<file path="src/rtl/p_gpio_pkg.sv">
`default_nettype none
// ============================================================================
// Module      : p_gpio_pkg
// Description : Register offsets, handshake FSM states and a small decode
//               helper shared by the p_gpio block.
// Revision    : 1.0 - initial release
// ============================================================================
package p_gpio_pkg;

  // Register offsets within the 64-byte window (bus_addr[5:0])
  localparam logic [5:0] OFF_OUT        = 6'h00;
  localparam logic [5:0] OFF_DIR        = 6'h04;
  localparam logic [5:0] OFF_IN         = 6'h08;
  localparam logic [5:0] OFF_SET        = 6'h0C;
  localparam logic [5:0] OFF_CLR        = 6'h10;
  localparam logic [5:0] OFF_TGL        = 6'h14;
  localparam logic [5:0] OFF_RISE_EN    = 6'h18;
  localparam logic [5:0] OFF_FALL_EN    = 6'h1C;
  localparam logic [5:0] OFF_IRQ_STATUS = 6'h20;

  // Largest legal bus_size encoding (word access)
  localparam logic [2:0] MAX_SIZE = 3'd2;

  // Bus handshake states
  typedef enum logic [0:0] {
    ST_IDLE = 1'b0,
    ST_RESP = 1'b1
  } state_t;

  // True when the offset names one of the implemented registers
  function automatic logic is_mapped(input logic [5:0] off);
    logic hit;
    hit = 1'b0;
    case (off)
      OFF_OUT, OFF_DIR, OFF_IN, OFF_SET, OFF_CLR, OFF_TGL,
      OFF_RISE_EN, OFF_FALL_EN, OFF_IRQ_STATUS: hit = 1'b1;
      default:                                  hit = 1'b0;
    endcase
    return hit;
  endfunction

endpackage
`default_nettype wire

</file>
<file path="src/rtl/p_sync.sv">
`default_nettype none
// ============================================================================
// Module      : p_sync
// Description : Multi-flop synchronizer bringing asynchronous pin levels into
//               the clk domain. Output is the last stage of the chain.
// Revision    : 1.0 - initial release
// ============================================================================
module p_sync #(
  parameter int WIDTH  = 8,
  parameter int STAGES = 2
) (
  input  logic             clk,
  input  logic             reset,
  input  logic [WIDTH-1:0] d,
  output logic [WIDTH-1:0] q
);

  logic [STAGES-1:0][WIDTH-1:0] stage_q;

  // Shift the raw pin levels through the synchronizer chain
  always_ff @(posedge clk or negedge reset) begin
    if (!reset) begin
      stage_q <= '0;
    end else begin
      stage_q <= {stage_q[STAGES-2:0], d};
    end
  end

  assign q = stage_q[STAGES-1];

endmodule
`default_nettype wire

</file>
<file path="src/rtl/p_gpio.sv">
`default_nettype none
// ============================================================================
// Module      : p_gpio
// Description : Memory-mapped GPIO block with output/direction registers,
//               atomic set/clear/toggle, synchronized inputs and per-pin
//               rising/falling edge interrupts behind a one-cycle handshake.
// Revision    : 1.0 - initial release
// ============================================================================
module p_gpio #(
  parameter int XLEN        = 32,
  parameter int WIDTH       = 8,
  parameter int SYNC_STAGES = 2
) (
  input  logic              clk,
  input  logic              reset,
  input  logic              bus_valid,
  input  logic              bus_rw,
  input  logic [XLEN-1:0]   bus_addr,
  input  logic [XLEN-1:0]   bus_wdata,
  input  logic [XLEN/8-1:0] bus_wstrb,
  input  logic [2:0]        bus_size,
  output logic              bus_ready,
  output logic [XLEN-1:0]   bus_rdata,
  output logic              bus_denied,
  output logic              bus_corrupt,
  input  logic [WIDTH-1:0]  gpio_in,
  output logic [WIDTH-1:0]  gpio_out,
  output logic [WIDTH-1:0]  gpio_oe,
  output logic              irq
);

  import p_gpio_pkg::*;

  state_t            state_q, state_d;
  logic [WIDTH-1:0]  out_q, dir_q, rise_q, fall_q, status_q;
  logic [WIDTH-1:0]  out_d, dir_d, rise_d, fall_d, status_d;
  logic [WIDTH-1:0]  sync_val, hist_q;
  logic              armed_q;
  logic              irq_q;
  logic [XLEN-1:0]   rdata_q;
  logic              denied_q;

  logic [5:0]        offset;
  logic              accept;
  logic              deny;
  logic              do_write;
  logic [XLEN-1:0]   lane_mask;
  logic [WIDTH-1:0]  wkeep, wbits, w1c;
  logic [WIDTH-1:0]  rd_val;
  logic [WIDTH-1:0]  rise_evt, fall_evt, edge_set;
  logic              unused_bits;

  // --------------------------------------------------------------------------
  // Input synchronizer
  // --------------------------------------------------------------------------
  p_sync #(
    .WIDTH  (WIDTH),
    .STAGES (SYNC_STAGES)
  ) u_sync (
    .clk   (clk),
    .reset (reset),
    .d     (gpio_in),
    .q     (sync_val)
  );

  // Expand byte strobes to a per-bit write mask
  for (genvar g = 0; g < XLEN / 8; g++) begin : g_lane
    assign lane_mask[g*8 +: 8] = {8{bus_wstrb[g]}};
  end

  // Address bits above the window, data above WIDTH and unused lanes are
  // intentionally ignored.
  assign unused_bits = ^{bus_addr, bus_wdata, lane_mask};

  assign offset   = bus_addr[5:0];
  assign accept   = (state_q == ST_IDLE) && bus_valid;
  assign deny     = !is_mapped(offset) || (bus_addr[1:0] != 2'b00) ||
                    (bus_size > MAX_SIZE) || (bus_rw && (offset == OFF_IN));
  assign do_write = accept && bus_rw && !deny;
  assign wkeep    = lane_mask[WIDTH-1:0];
  assign wbits    = bus_wdata[WIDTH-1:0] & wkeep;

  // Edges are measured against the history flop; the first cycle after
  // reset release is masked so stale history cannot raise status.
  assign rise_evt = sync_val & ~hist_q;
  assign fall_evt = ~sync_val & hist_q;
  assign edge_set = ((rise_evt & rise_q) | (fall_evt & fall_q)) & {WIDTH{armed_q}};

  // --------------------------------------------------------------------------
  // Handshake FSM
  // --------------------------------------------------------------------------

  // State register for the request/response handshake
  always_ff @(posedge clk or negedge reset) begin
    if (!reset) begin
      state_q <= ST_IDLE;
    end else begin
      state_q <= state_d;
    end
  end

  // Next-state: a request in IDLE yields exactly one RESP cycle
  always_comb begin
    state_d = state_q;
    case (state_q)
      ST_IDLE: if (bus_valid) state_d = ST_RESP;
      ST_RESP: state_d = ST_IDLE;
      default: state_d = ST_IDLE;
    endcase
  end

  // --------------------------------------------------------------------------
  // Register file
  // --------------------------------------------------------------------------

  // Read mux; write-only command registers read back as zero
  always_comb begin
    rd_val = '0;
    case (offset)
      OFF_OUT:        rd_val = out_q;
      OFF_DIR:        rd_val = dir_q;
      OFF_IN:         rd_val = sync_val;
      OFF_RISE_EN:    rd_val = rise_q;
      OFF_FALL_EN:    rd_val = fall_q;
      OFF_IRQ_STATUS: rd_val = status_q;
      default:        rd_val = '0;
    endcase
  end

  // Next register values; edge-set is applied after W1C so it wins a tie
  always_comb begin
    out_d  = out_q;
    dir_d  = dir_q;
    rise_d = rise_q;
    fall_d = fall_q;
    w1c    = '0;
    if (do_write) begin
      case (offset)
        OFF_OUT:        out_d  = (out_q  & ~wkeep) | wbits;
        OFF_DIR:        dir_d  = (dir_q  & ~wkeep) | wbits;
        OFF_SET:        out_d  = out_q | wbits;
        OFF_CLR:        out_d  = out_q & ~wbits;
        OFF_TGL:        out_d  = out_q ^ wbits;
        OFF_RISE_EN:    rise_d = (rise_q & ~wkeep) | wbits;
        OFF_FALL_EN:    fall_d = (fall_q & ~wkeep) | wbits;
        OFF_IRQ_STATUS: w1c    = wbits;
        default:        w1c    = '0;
      endcase
    end
    status_d = (status_q & ~w1c) | edge_set;
  end

  // Control/status registers plus the registered interrupt level
  always_ff @(posedge clk or negedge reset) begin
    if (!reset) begin
      out_q    <= '0;
      dir_q    <= '0;
      rise_q   <= '0;
      fall_q   <= '0;
      status_q <= '0;
      irq_q    <= 1'b0;
    end else begin
      out_q    <= out_d;
      dir_q    <= dir_d;
      rise_q   <= rise_d;
      fall_q   <= fall_d;
      status_q <= status_d;
      irq_q    <= |(status_d & (rise_d | fall_d));
    end
  end

  // Edge history and the post-reset arming flag
  always_ff @(posedge clk or negedge reset) begin
    if (!reset) begin
      hist_q  <= '0;
      armed_q <= 1'b0;
    end else begin
      hist_q  <= sync_val;
      armed_q <= 1'b1;
    end
  end

  // Response data captured at acceptance, cleared once the response is gone
  always_ff @(posedge clk or negedge reset) begin
    if (!reset) begin
      rdata_q  <= '0;
      denied_q <= 1'b0;
    end else if (accept) begin
      rdata_q  <= (bus_rw || deny) ? {XLEN{1'b0}} : XLEN'(rd_val);
      denied_q <= deny;
    end else begin
      rdata_q  <= '0;
      denied_q <= 1'b0;
    end
  end

  assign bus_ready   = (state_q == ST_RESP);
  assign bus_rdata   = rdata_q;
  assign bus_denied  = denied_q;
  assign bus_corrupt = 1'b0;
  assign gpio_out    = out_q;
  assign gpio_oe     = dir_q;
  assign irq         = irq_q;

endmodule
`default_nettype wire

</file>
<file path="config.mk">
export PLATFORM = sky130hd
export DESIGN_NAME = p_gpio
export DESIGN_NICKNAME = d
export VERILOG_FILES = /design/src/rtl/p_gpio_pkg.sv /design/src/rtl/p_sync.sv /design/src/rtl/p_gpio.sv
export SDC_FILE = /design/constraint.sdc
export NUM_CORES = 1
export LEC_CHECK = 0
export BUFFER_PORTS_ARGS = -buffer_cell sky130_fd_sc_hd__buf_2
export CELL_PAD_IN_SITES_DETAIL_PLACEMENT = 1
export CELL_PAD_IN_SITES_GLOBAL_PLACEMENT = 2
export CORE_MARGIN = 2
export CORE_UTILIZATION = 31
export CTS_CLUSTER_DIAMETER = 80
export DETAILED_ROUTE_END_ITERATION = 8
export PLACE_DENSITY_LB_ADDON = 0.1
export SYNTH_ARGS = -nofsm -noshare
export SYNTH_HDL_FRONTEND = slang
export SYNTH_SLANG_ARGS = --single-unit
</file>
<file path="constraint.sdc">
create_clock -name clk -period 3.1 [get_ports clk]
set_input_delay 0.155 -clock clk [delete_from_list [all_inputs] [get_ports clk]]
set_output_delay 0.155 -clock clk [all_outputs]
set_load 0.02 [all_outputs]
</file>
==> results.py, run 1 <==
metrics = {
    "synthesis": {
        "synth_common_cells": "76 x dfrtp_1, 61 x nand2_1, 47 x o21ai_0",
        "synth.largest_area_cell": "dfrtp_1",
        "ys_top_cells_by_area": "dfrtp_1 52%, o21ai_0 6.5%, nand2_1 6.3%",
        "syn_area_per_cell_um2": 10.2,
        "synth.distinct_cells": 40,
        "synth_top_cell_area_share_pct": 52.4,
        "yosysMostFrequentCell": "dfrtp_1",
        "synth_area_mm2": 0.00363,
        "syn-instance-count": 357,
        "seq_area_frac_synth_pct": 52.4,
        "synth_edf_count": 0,
        "ys_seq_elements": 76,
        "synthFlopType": "dfrtp_1",
        "synth_warnings": 0,
        "ys_async_sr_fraction_pct": 100,
    },
    "die": {
        "fp.dieH_um": 112,
        "die_w_um": 112,
        "ios": 135,
        "rows": 39,
        "initial_utilization_pct": 31.8,
        "dieArea_mm2": 0.0126,
        "coreArea_mm2": 0.0114,
    },
    "setup_path": {
        "critPathTopFamily": "compound AO/OA/AOI/OAI gates",
        "ff2ff_path_depth": 6,
        "crit_cells": 6,
        "max_stage_delay_ps": 440,
        "endpoint_kind": "flip-flop",
        "critPathBufInv": 0,
        "cp-start-kind": "flip-flop",
        "required_ps": 3280,
        "path_cells": "and3b_1, nand3_1, o21ai_0, a32oi_1, a2111oi_2, nand4_1",
        "crit_type": "flip-flop to flip-flop",
        "critPathMaxFanout": 7,
        "crit_slowest_cell": "a2111oi_2",
        "worst-endpoint-arrival_ps": 2530,
    },
    "route": {
        "dr.pass1.iters": 5,
        "ant_nets": 0,
        "top_layer_used": "met4",
        "viasPerCell": 5.22,
        "wl_um": 11500,
        "drc": 0,
        "wl_met3_um": 601,
        "met1Wirelength_um": 5230,
        "drtIter0Drc": 228,
        "wl_met2_um": 5390,
        "num_vias": 2991,
        "wire_per_inst_um": 20.0,
    },
    "place": {
        "dp_slack_ps": 608,
        "dp_cells": 549,
        "dp_hpwl_um": 7750,
        "port_buffers": 56,
        "gp_congestion": 0.776,
        "post_dp_cell_area_mm2": 0.00401,
    },
    "finish": {
        "postLayoutCoreUtil_pct": 38.3,
        "area_growth_pct": 20.7,
        "finalInstanceArea_mm2": 0.00438,
        "drive_above_1_share_pct": 22.1,
        "fin_nets": 516,
        "antennaDiodeCount": 0,
        "fillers": 1339,
        "layout.cells.non_filler": 573,
    },
    "sta": {
        "timing.fmax_mhz": 427,
        "clock_skew_ps": 8.49,
        "timing.slew.headroom_pct": 33.0,
        "hold_violations": 34,
        "setup_ws_ps": 757,
        "timing.hold.ws_ps": -28.0,
        "slew_violations": 0,
        "setup_tns_ps": 0,
        "final-setup-viol-count": 0,
        "rsz0062_at_grt": "no",
        "worst_slew_pin_slew_ps": 1000,
        "fin_crit_sh_pct": 75.6,
        "period_needed_ps": 2340,
    },
    "clock_network": {
        "worstSkewPairLatency_ps": 340,
        "clockBufferDepth": 2,
        "htreeDepth": 3,
        "cts.clk_slew.worst_paths_ps": 60,
        "clock-root-buffer": "clkbuf_16",
        "cts_inserted_buffers": 9,
        "cts_resized": 0,
        "cts_tree": "yes",
        "clock_sink_count": 76,
    },
    "power_and_ir_drop": {
        "comb_power_share_pct": 7.0,
        "power_leakage_nw": 1.99,
        "power.density_mw_per_mm2": 503,
        "peakVddDrop_v": 0.000317,
        "p_seq_share_pct": 46.7,
        "pwr-share-clk_pct": 46.3,
        "p_total_mw": 2.20,
        "intPower_mw": 1.66,
        "p_sw_share_pct": 24.4,
        "switching_power_uw": 537,
    },
    "outcome": {
        "failed_checks": "hold timing",
        "status": "finished with violations",
    },
    "min_path": {
        "worstHoldPathType": "primary input to async pin",
    },
    "global_routing": {
        "grt_start_max_net_pins": 77,
        "antenna_found_initial": 0,
        "grt_usage_pct": 19.2,
        "overflow": 0,
        "grt_pass1_wl_um": 18100,
        "grt_pass1_vias": 3072,
    },
    "run": {
        "drv_cap": 0,
    },
}
routing by layer:
metal,track usage (%),vias up
li1,-,1383
met1,26.6,1493
met2,30.4,98
met3,3.78,17
met4,6.02,0
met5,0,-
repair_timing:
action | in CTS | in global routing
hold buffers | 8 | 0
hold endpoints to repair | 8 | 0
setup buffers | 0 | 0
final timing paths:
path	start	to	slack (ps)
setup / recovery	bus_ready$_DFF_PN0_	irq$_DFF_PN0_	760
hold / removal	reset	u_sync.q[5]$_DFF_PN0_	-30
setup reg to reg	bus_ready$_DFF_PN0_	irq$_DFF_PN0_	760
hold reg to reg	u_sync.stage_q[7]$_DFF_PN0_	u_sync.q[7]$_DFF_PN0_	340
max in group asynchronous	reset	rise_q[2]$_DFF_PN0_	2460
min in group clk	bus_valid	bus_ready$_DFF_PN0_	90
placed cells by master, fill, tap and decap left out, types with 9 or more instances in the layout:
cell type / instances
clkbuf_16: 9
inv_1: 10
conb_1: 26
buf_2: 55
o21ai_0: 47
nand2_1: 61
a21oi_1: 9
buf_4: 11
dfrtp_1: 76
power groups by stage:
stage,logic (mW),registers (mW),clock network [mW]
floorplan,0.0994,1.05,0
global placement,0.147,1.05,0
detailed placement,0.148,1.05,0
CTS,0.156,1.03,1.05
global route,0.171,1.03,1.09
finish,0.154,1.03,1.02
worst reg2reg max path, cell delays in order, from the launching register on:
cell and delay, ps:
dfrtp_1 380, and3b_1 280, nand3_1 340, o21ai_0 390
a32oi_1 200, a2111oi_2 440, nand4_1 170
final cells by class:
cell class / instances / area, um2 / area share [%]
multi-input cells: 254 / 1530 / 35.0
clock buffers: 13 / 270 / 6.17
inverters: 10 / 37.5 / 0.858
clock inverters: 3 / 20.0 / 0.457
well taps: 143 / 179 / 4.09
flip-flops and latches: 76 / 1900 / 43.5
repair buffers: 74 / 438 / 10.0
cells by family (layout without fill, tap and decap cells):
| kind of cell | Yosys count | count (layout) | synth area share (%) |
|---|---|---|---|
| mux | 9 | 9 | 2.76 |
| xor+xnor | 1 | 1 | 0.242 |
| simple gates | 114 | 114 | 15.5 |
| other cells | 2 | 26 | 0.207 |
| flops | 76 | 76 | 52.4 |
| compound gates | 96 | 96 | 18.1 |
| buf+inv | 51 | 100 | 8.00 |
| fa+ha+maj | 8 | 8 | 2.76 |
No activity file was read; power rests on OpenSTA's default activity.
==> run 2, diff against run 1 <==
- CORE_UTILIZATION: 31 -> 26
- clock period: 3.1 -> 2.1 ns (I/O delays scaled with it)
==> run 2 against run 1 <==
  * The run now ends clean
  * First-iteration DRC count shrank 35%
  * Worst hold slack better by 66 ps
  * Clock power grew 62%
  * Wire length grew 11%
  * Combinational power grew 75%
  * Largest power group is now clock
  * Critical endpoint is now gpio_out[6]$_DFFE_PN0P_
  * Via count rose by 6.2%
==> results.py, run 2 (synthesis results as in run 1) <==
metrics = {
    "outcome": {
        "status": "finished clean",
    },
    "sta": {
        "setup_ws_ps": 99.3,
        "period_needed_ps": 2000,
        "clock_skew_ps": 7.65,
        "fin_crit_sh_pct": 95.3,
        "worst_slew_pin_slew_ps": 604,
        "slew_violations": 0,
        "final-setup-viol-count": 0,
        "timing.hold.ws_ps": 38.2,
        "hold_violations": 0,
        "timing.fmax_mhz": 500,
        "timing.slew.headroom_pct": 59.7,
    },
    "global_routing": {
        "grt_pass1_wl_um": 19800,
        "grt_pass1_vias": 3378,
        "antenna_found_initial": 0,
        "grt_start_max_net_pins": 44,
        "grt_usage_pct": 18.2,
        "overflow": 0,
    },
    "finish": {
        "antennaDiodeCount": 0,
        "final_cell_mix": "76 x dfrtp_1, 57 x nand2_1, 55 x buf_2",
        "mostFrequentLayoutCell": "dfrtp_1",
        "layout.cells.non_filler": 656,
        "drive_above_1_share_pct": 32.1,
        "fin_nets": 562,
        "fillers": 1601,
        "area_growth_pct": 34.9,
        "postLayoutCoreUtil_pct": 35.5,
        "finalInstanceArea_mm2": 0.00489,
    },
    "clock_network": {
        "cts.clk_slew.worst_paths_ps": 60,
        "clock-root-buffer": "clkbuf_16",
        "clockBufferDepth": 2,
        "worstSkewPairLatency_ps": 350,
        "cts_inserted_buffers": 9,
        "cts_tree": "yes",
        "htreeDepth": 3,
        "clock_sink_count": 76,
    },
    "place": {
        "dp_cells": 626,
        "post_dp_cell_area_mm2": 0.00435,
        "dp_hpwl_um": 8960,
        "port_buffers": 56,
        "gp_congestion": 0.786,
        "dp_slack_ps": -138,
    },
    "power_and_ir_drop": {
        "power.density_mw_per_mm2": 702,
        "power_leakage_nw": 2.23,
        "peakVddDrop_v": 0.000358,
    },
    "die": {
        "die_w_um": 122,
        "fp.dieH_um": 122,
        "initial_utilization_pct": 26.3,
        "rows": 43,
        "coreArea_mm2": 0.0138,
        "ios": 135,
        "dieArea_mm2": 0.0149,
    },
    "setup_path": {
        "crit_type": "flip-flop to flip-flop",
        "reg2reg_slack_ps": 100,
        "required_ps": 2330,
        "cp-start-kind": "flip-flop",
        "critPathMaxFanout": 8,
        "endpoint_kind": "flip-flop",
        "worst-endpoint-arrival_ps": 2240,
    },
    "route": {
        "num_vias": 3176,
        "dr.pass1.iters": 5,
        "drc": 0,
        "wire_per_inst_um": 19.3,
        "viasPerCell": 4.84,
        "drtIter0Drc": 148,
        "wl_um": 12700,
        "ant_nets": 0,
    },
    "min_path": {
        "worstHoldPathType": "primary input to flip-flop",
    },
    "run": {
        "drv_cap": 0,
    },
}
-- run 2: cell types whose count changed in the layout (fill, tap and decap cells not counted), moves of 2 or more --
cell	delta
buf_4	+40
buf_6	+5
a32oi_1	-3
o21ai_1	+6
nand2_2	+3
o21ai_0	-9
a32oi_2	+3
nand2_1	-4
o21ai_2	+2
-- run 2: layout make-up --
cell class / instances / area, um2 / share of cell area, %
inverter: 10 / 37.5 / 0.767
clock inverter: 5 / 58.8 / 1.20
clock buffer: 11 / 253 / 5.16
tap: 180 / 225 / 4.60
multi-input combinational: 254 / 1610 / 33.0
sequential: 76 / 1900 / 38.9
timing repair buffer: 120 / 805 / 16.4
-- run 2: what timing repair did --
item	4_1_cts	5_1_grt
setup endpoints to repair	1	1
pin swaps	2	6
setup buffers	3	2
endpoints found under the hold margin	48	0
hold buffers	9	0
resized for setup	12	19
-- run 2: metal layers --
| layer | vias up | global-route usage [%] | share of wire [%] |
|---|---|---|---|
| met2 | 75 | 29.1 | 49 |
| li1 | 1475 | - | - |
| met5 | - | 0 | 0 |
| met1 | 1606 | 24.3 | 45 |
| met3 | 20 | 3.93 | 4.5 |
| met4 | 0 | 6.32 | 2.0 |
-- run 2: worst max-delay path: stages, from the launching register on --
cell and delay (ps):
dfrtp_1 380, and3b_2 290, buf_6 110, and3_2 190, nand2_1 70, or3_1 540, a22o_1 290
-- run 2: power by group --
part	switching [mW]	leakage [nW]	total [mW]	internal, mW
clock	0.661	0.148	1.65	0.988
sequential	0.0225	0.959	1.52	1.50
combinational	0.175	1.13	0.270	0.0953
total	0.859	2.23	3.44	2.58
-- run 2: path summary, 6_finish.rpt --
kind                                        startpoint                      end  depth (start not counted)
max                                bus_ready$_DFF_PN0_  gpio_out[6]$_DFFE_PN0P_                          6
min                                       bus_wdata[0]      rise_q[0]$_DFF_PN0_                          3
max reg2reg                        bus_ready$_DFF_PN0_  gpio_out[6]$_DFFE_PN0P_                          6
min reg2reg                u_sync.stage_q[6]$_DFF_PN0_    u_sync.q[6]$_DFF_PN0_                          0
max in group asynchronous                        reset    u_sync.q[3]$_DFF_PN0_                          3
min in group asynchronous                        reset      hist_q[0]$_DFF_PN0_                          2
-- run 2: metrics by stage --
step / setup TNS, ps / total power, mW
global placement: -138 / 1.79
detailed placement: -138 / 1.80
global route: -8.10 / 3.57
floorplan: 0 / 1.69
finish: 0 / 3.44
CTS: 0 / 3.48
==> run 3, diff against run 2 <==
- CORE_MARGIN: 2 -> unset
- GPL_TIMING_DRIVEN: unset -> 0
==> run 3 against run 2 <==
  * Clock-buffer cell count grew 2
  * Design area fell by 3.0%
  * Critical path depth rose by 1
  * Clock power grew 5%
  * Final cell count decreased by 2.1%
  * Combinational power increased by 7%
==> results.py, run 3 (synthesis results as in run 1) <==
metrics = {
    "finish": {
        "postLayoutCoreUtil_pct": 35.4,
        "finalInstanceArea_mm2": 0.00475,
        "antennaDiodeCount": 0,
        "final_cell_mix": "76 x dfrtp_1, 61 x nand2_1, 56 x buf_2",
        "mostFrequentLayoutCell": "dfrtp_1",
        "drive_above_1_share_pct": 26.4,
        "area_growth_pct": 30.9,
        "fillers": 1527,
        "layout.cells.non_filler": 642,
        "fin_nets": 552,
    },
    "power_and_ir_drop": {
        "peakVddDrop_v": 0.000375,
        "power.density_mw_per_mm2": 747,
        "p_total_mw": 3.55,
        "power_leakage_nw": 2.17,
    },
    "clock_network": {
        "cts.clk_slew.worst_paths_ps": 60,
        "worstSkewPairLatency_ps": 340,
        "cts_tree": "yes",
        "clockBufferDepth": 2,
        "clock_sink_count": 76,
        "cts_inserted_buffers": 9,
        "clock-root-buffer": "clkbuf_16",
        "htreeDepth": 3,
    },
    "route": {
        "viasPerCell": 4.82,
        "wl_um": 12300,
        "num_vias": 3094,
        "dr.pass1.iters": 4,
        "ant_nets": 0,
        "drtIter0Drc": 166,
        "wire_per_inst_um": 19.1,
        "drc": 0,
    },
    "setup_path": {
        "reg2reg_slack_ps": 90,
        "crit_slowest_cell": "dfrtp_1",
        "critPathTopFamily": "simple AND/OR/NAND/NOR gates",
        "critPathBufInv": 1,
        "critPathMaxFanout": 6,
        "cp-startpoint": "bus_ready$_DFF_PN0_",
        "max_stage_delay_ps": 390,
        "ff2ff_path_depth": 7,
        "endpoint_kind": "flip-flop",
        "worst-endpoint-arrival_ps": 2200,
        "crit_top_cell": "nand4_1",
        "crit_cells": 7,
        "r2r_start": "bus_ready$_DFF_PN0_",
        "required_ps": 2290,
        "crit_type": "flip-flop to flip-flop",
        "endpoint": "irq$_DFF_PN0_",
        "cp-start-kind": "flip-flop",
        "path_cells": "and3b_2, nand4_1, buf_4, o21ai_0, nand2_1, a2111oi_4, nand4_1",
        "r2r-end": "irq$_DFF_PN0_",
    },
    "outcome": {
        "status": "finished clean",
    },
    "run": {
        "drv_cap": 0,
    },
    "sta": {
        "clock_skew_ps": 5.87,
        "timing.slew.headroom_pct": 31.5,
        "fin_crit_sh_pct": 95.6,
        "hold_violations": 0,
        "worst_slew_pin_slew_ps": 1020,
        "timing.fmax_mhz": 498,
        "final-setup-viol-count": 0,
        "setup_ws_ps": 93.4,
        "setup_tns_ps": 0,
        "rsz0062_at_grt": "no",
        "slew_violations": 0,
        "period_needed_ps": 2010,
        "timing.hold.ws_ps": 47.3,
    },
    "die": {
        "coreArea_mm2": 0.0134,
        "dieArea_mm2": 0.0144,
        "fp.dieH_um": 120,
        "initial_utilization_pct": 27.1,
        "die_w_um": 120,
        "rows": 42,
        "ios": 135,
    },
    "place": {
        "port_buffers": 53,
        "post_dp_cell_area_mm2": 0.00423,
        "dp_slack_ps": -523,
        "dp_cells": 611,
        "gp_congestion": 0.781,
        "dp_hpwl_um": 8650,
    },
    "min_path": {
        "min_from": "bus_valid",
        "worstHoldPathType": "primary input to flip-flop",
    },
    "global_routing": {
        "grt_pass1_wl_um": 19200,
        "grt_pass1_vias": 3361,
        "grt_usage_pct": 18.0,
        "grt_start_max_net_pins": 43,
        "antenna_found_initial": 0,
        "overflow": 0,
    },
}
[run 3: cell count changes in the layout (fill, tap and decap cells not counted), sizes merged]
cell      delta
buf         -18
clkbuf      +10
clkinvlp     -2
bufinv       +1
inv          -1
[run 3: repair_timing]
item	4_1_cts	5_1_grt
hold endpoints to repair	42	0
buffers inserted	6	0
cloned	0	0
resized for setup	7	10
hold buffers	9	0
pin swaps	2	1
endpoints found under the setup margin	13	9
[run 3: report_power, final]
part / switching [mW] / total (mW) / internal, mW
logic: 0.183 / 0.288 / 0.104
clock network: 0.632 / 1.74 / 1.11
registers: 0.0197 / 1.52 / 1.50
[run 3: how the worst min path moves through the flow]
stage	endpoint	depth (start not counted)
after floorplan	async pin	0
after global placement	u_sync.stage_q[1]$_DFF_PN0_	1
after detailed placement	bus_rdata[0]$_DFF_PN0_	1
after CTS	bus_ready$_DFF_PN0_	3
after global routing	rise_q[7]$_DFF_PN0_	3
final	bus_ready$_DFF_PN0_	3
[run 3: per-layer routing]
metal  global-route usage [%]  vias to the layer above  wire [um]
met1                     24.2                     1555       5730
met5                        0                        -          0
met4                     6.80                        0        194
met2                     29.7                       66       6020
li1                         -                     1460          -
met3                     1.81                       13        311
[run 3: area by class of cell]
type                            count  area (um2)  share of cell area, %
Buffer                             41         258                   5.43
Tap cell                          176         220                   4.64
Clock buffer                       13         260                   5.48
Sequential cell                    76        1900                   40.1
Inverter                           10        37.5                  0.791
Timing Repair Buffer               69         430                   9.06
Multi-Input combinational cell    254        1570                   33.1
Clock inverter                      3        68.8                   1.45
[run 3: tightest hold or removal path: cells and delay by family]
| kind | cells | cell delay, ps |
|---|---|---|
| and+or+nand+nor | 1 | 80 |
| buffers and inverters | 2 | 160 |
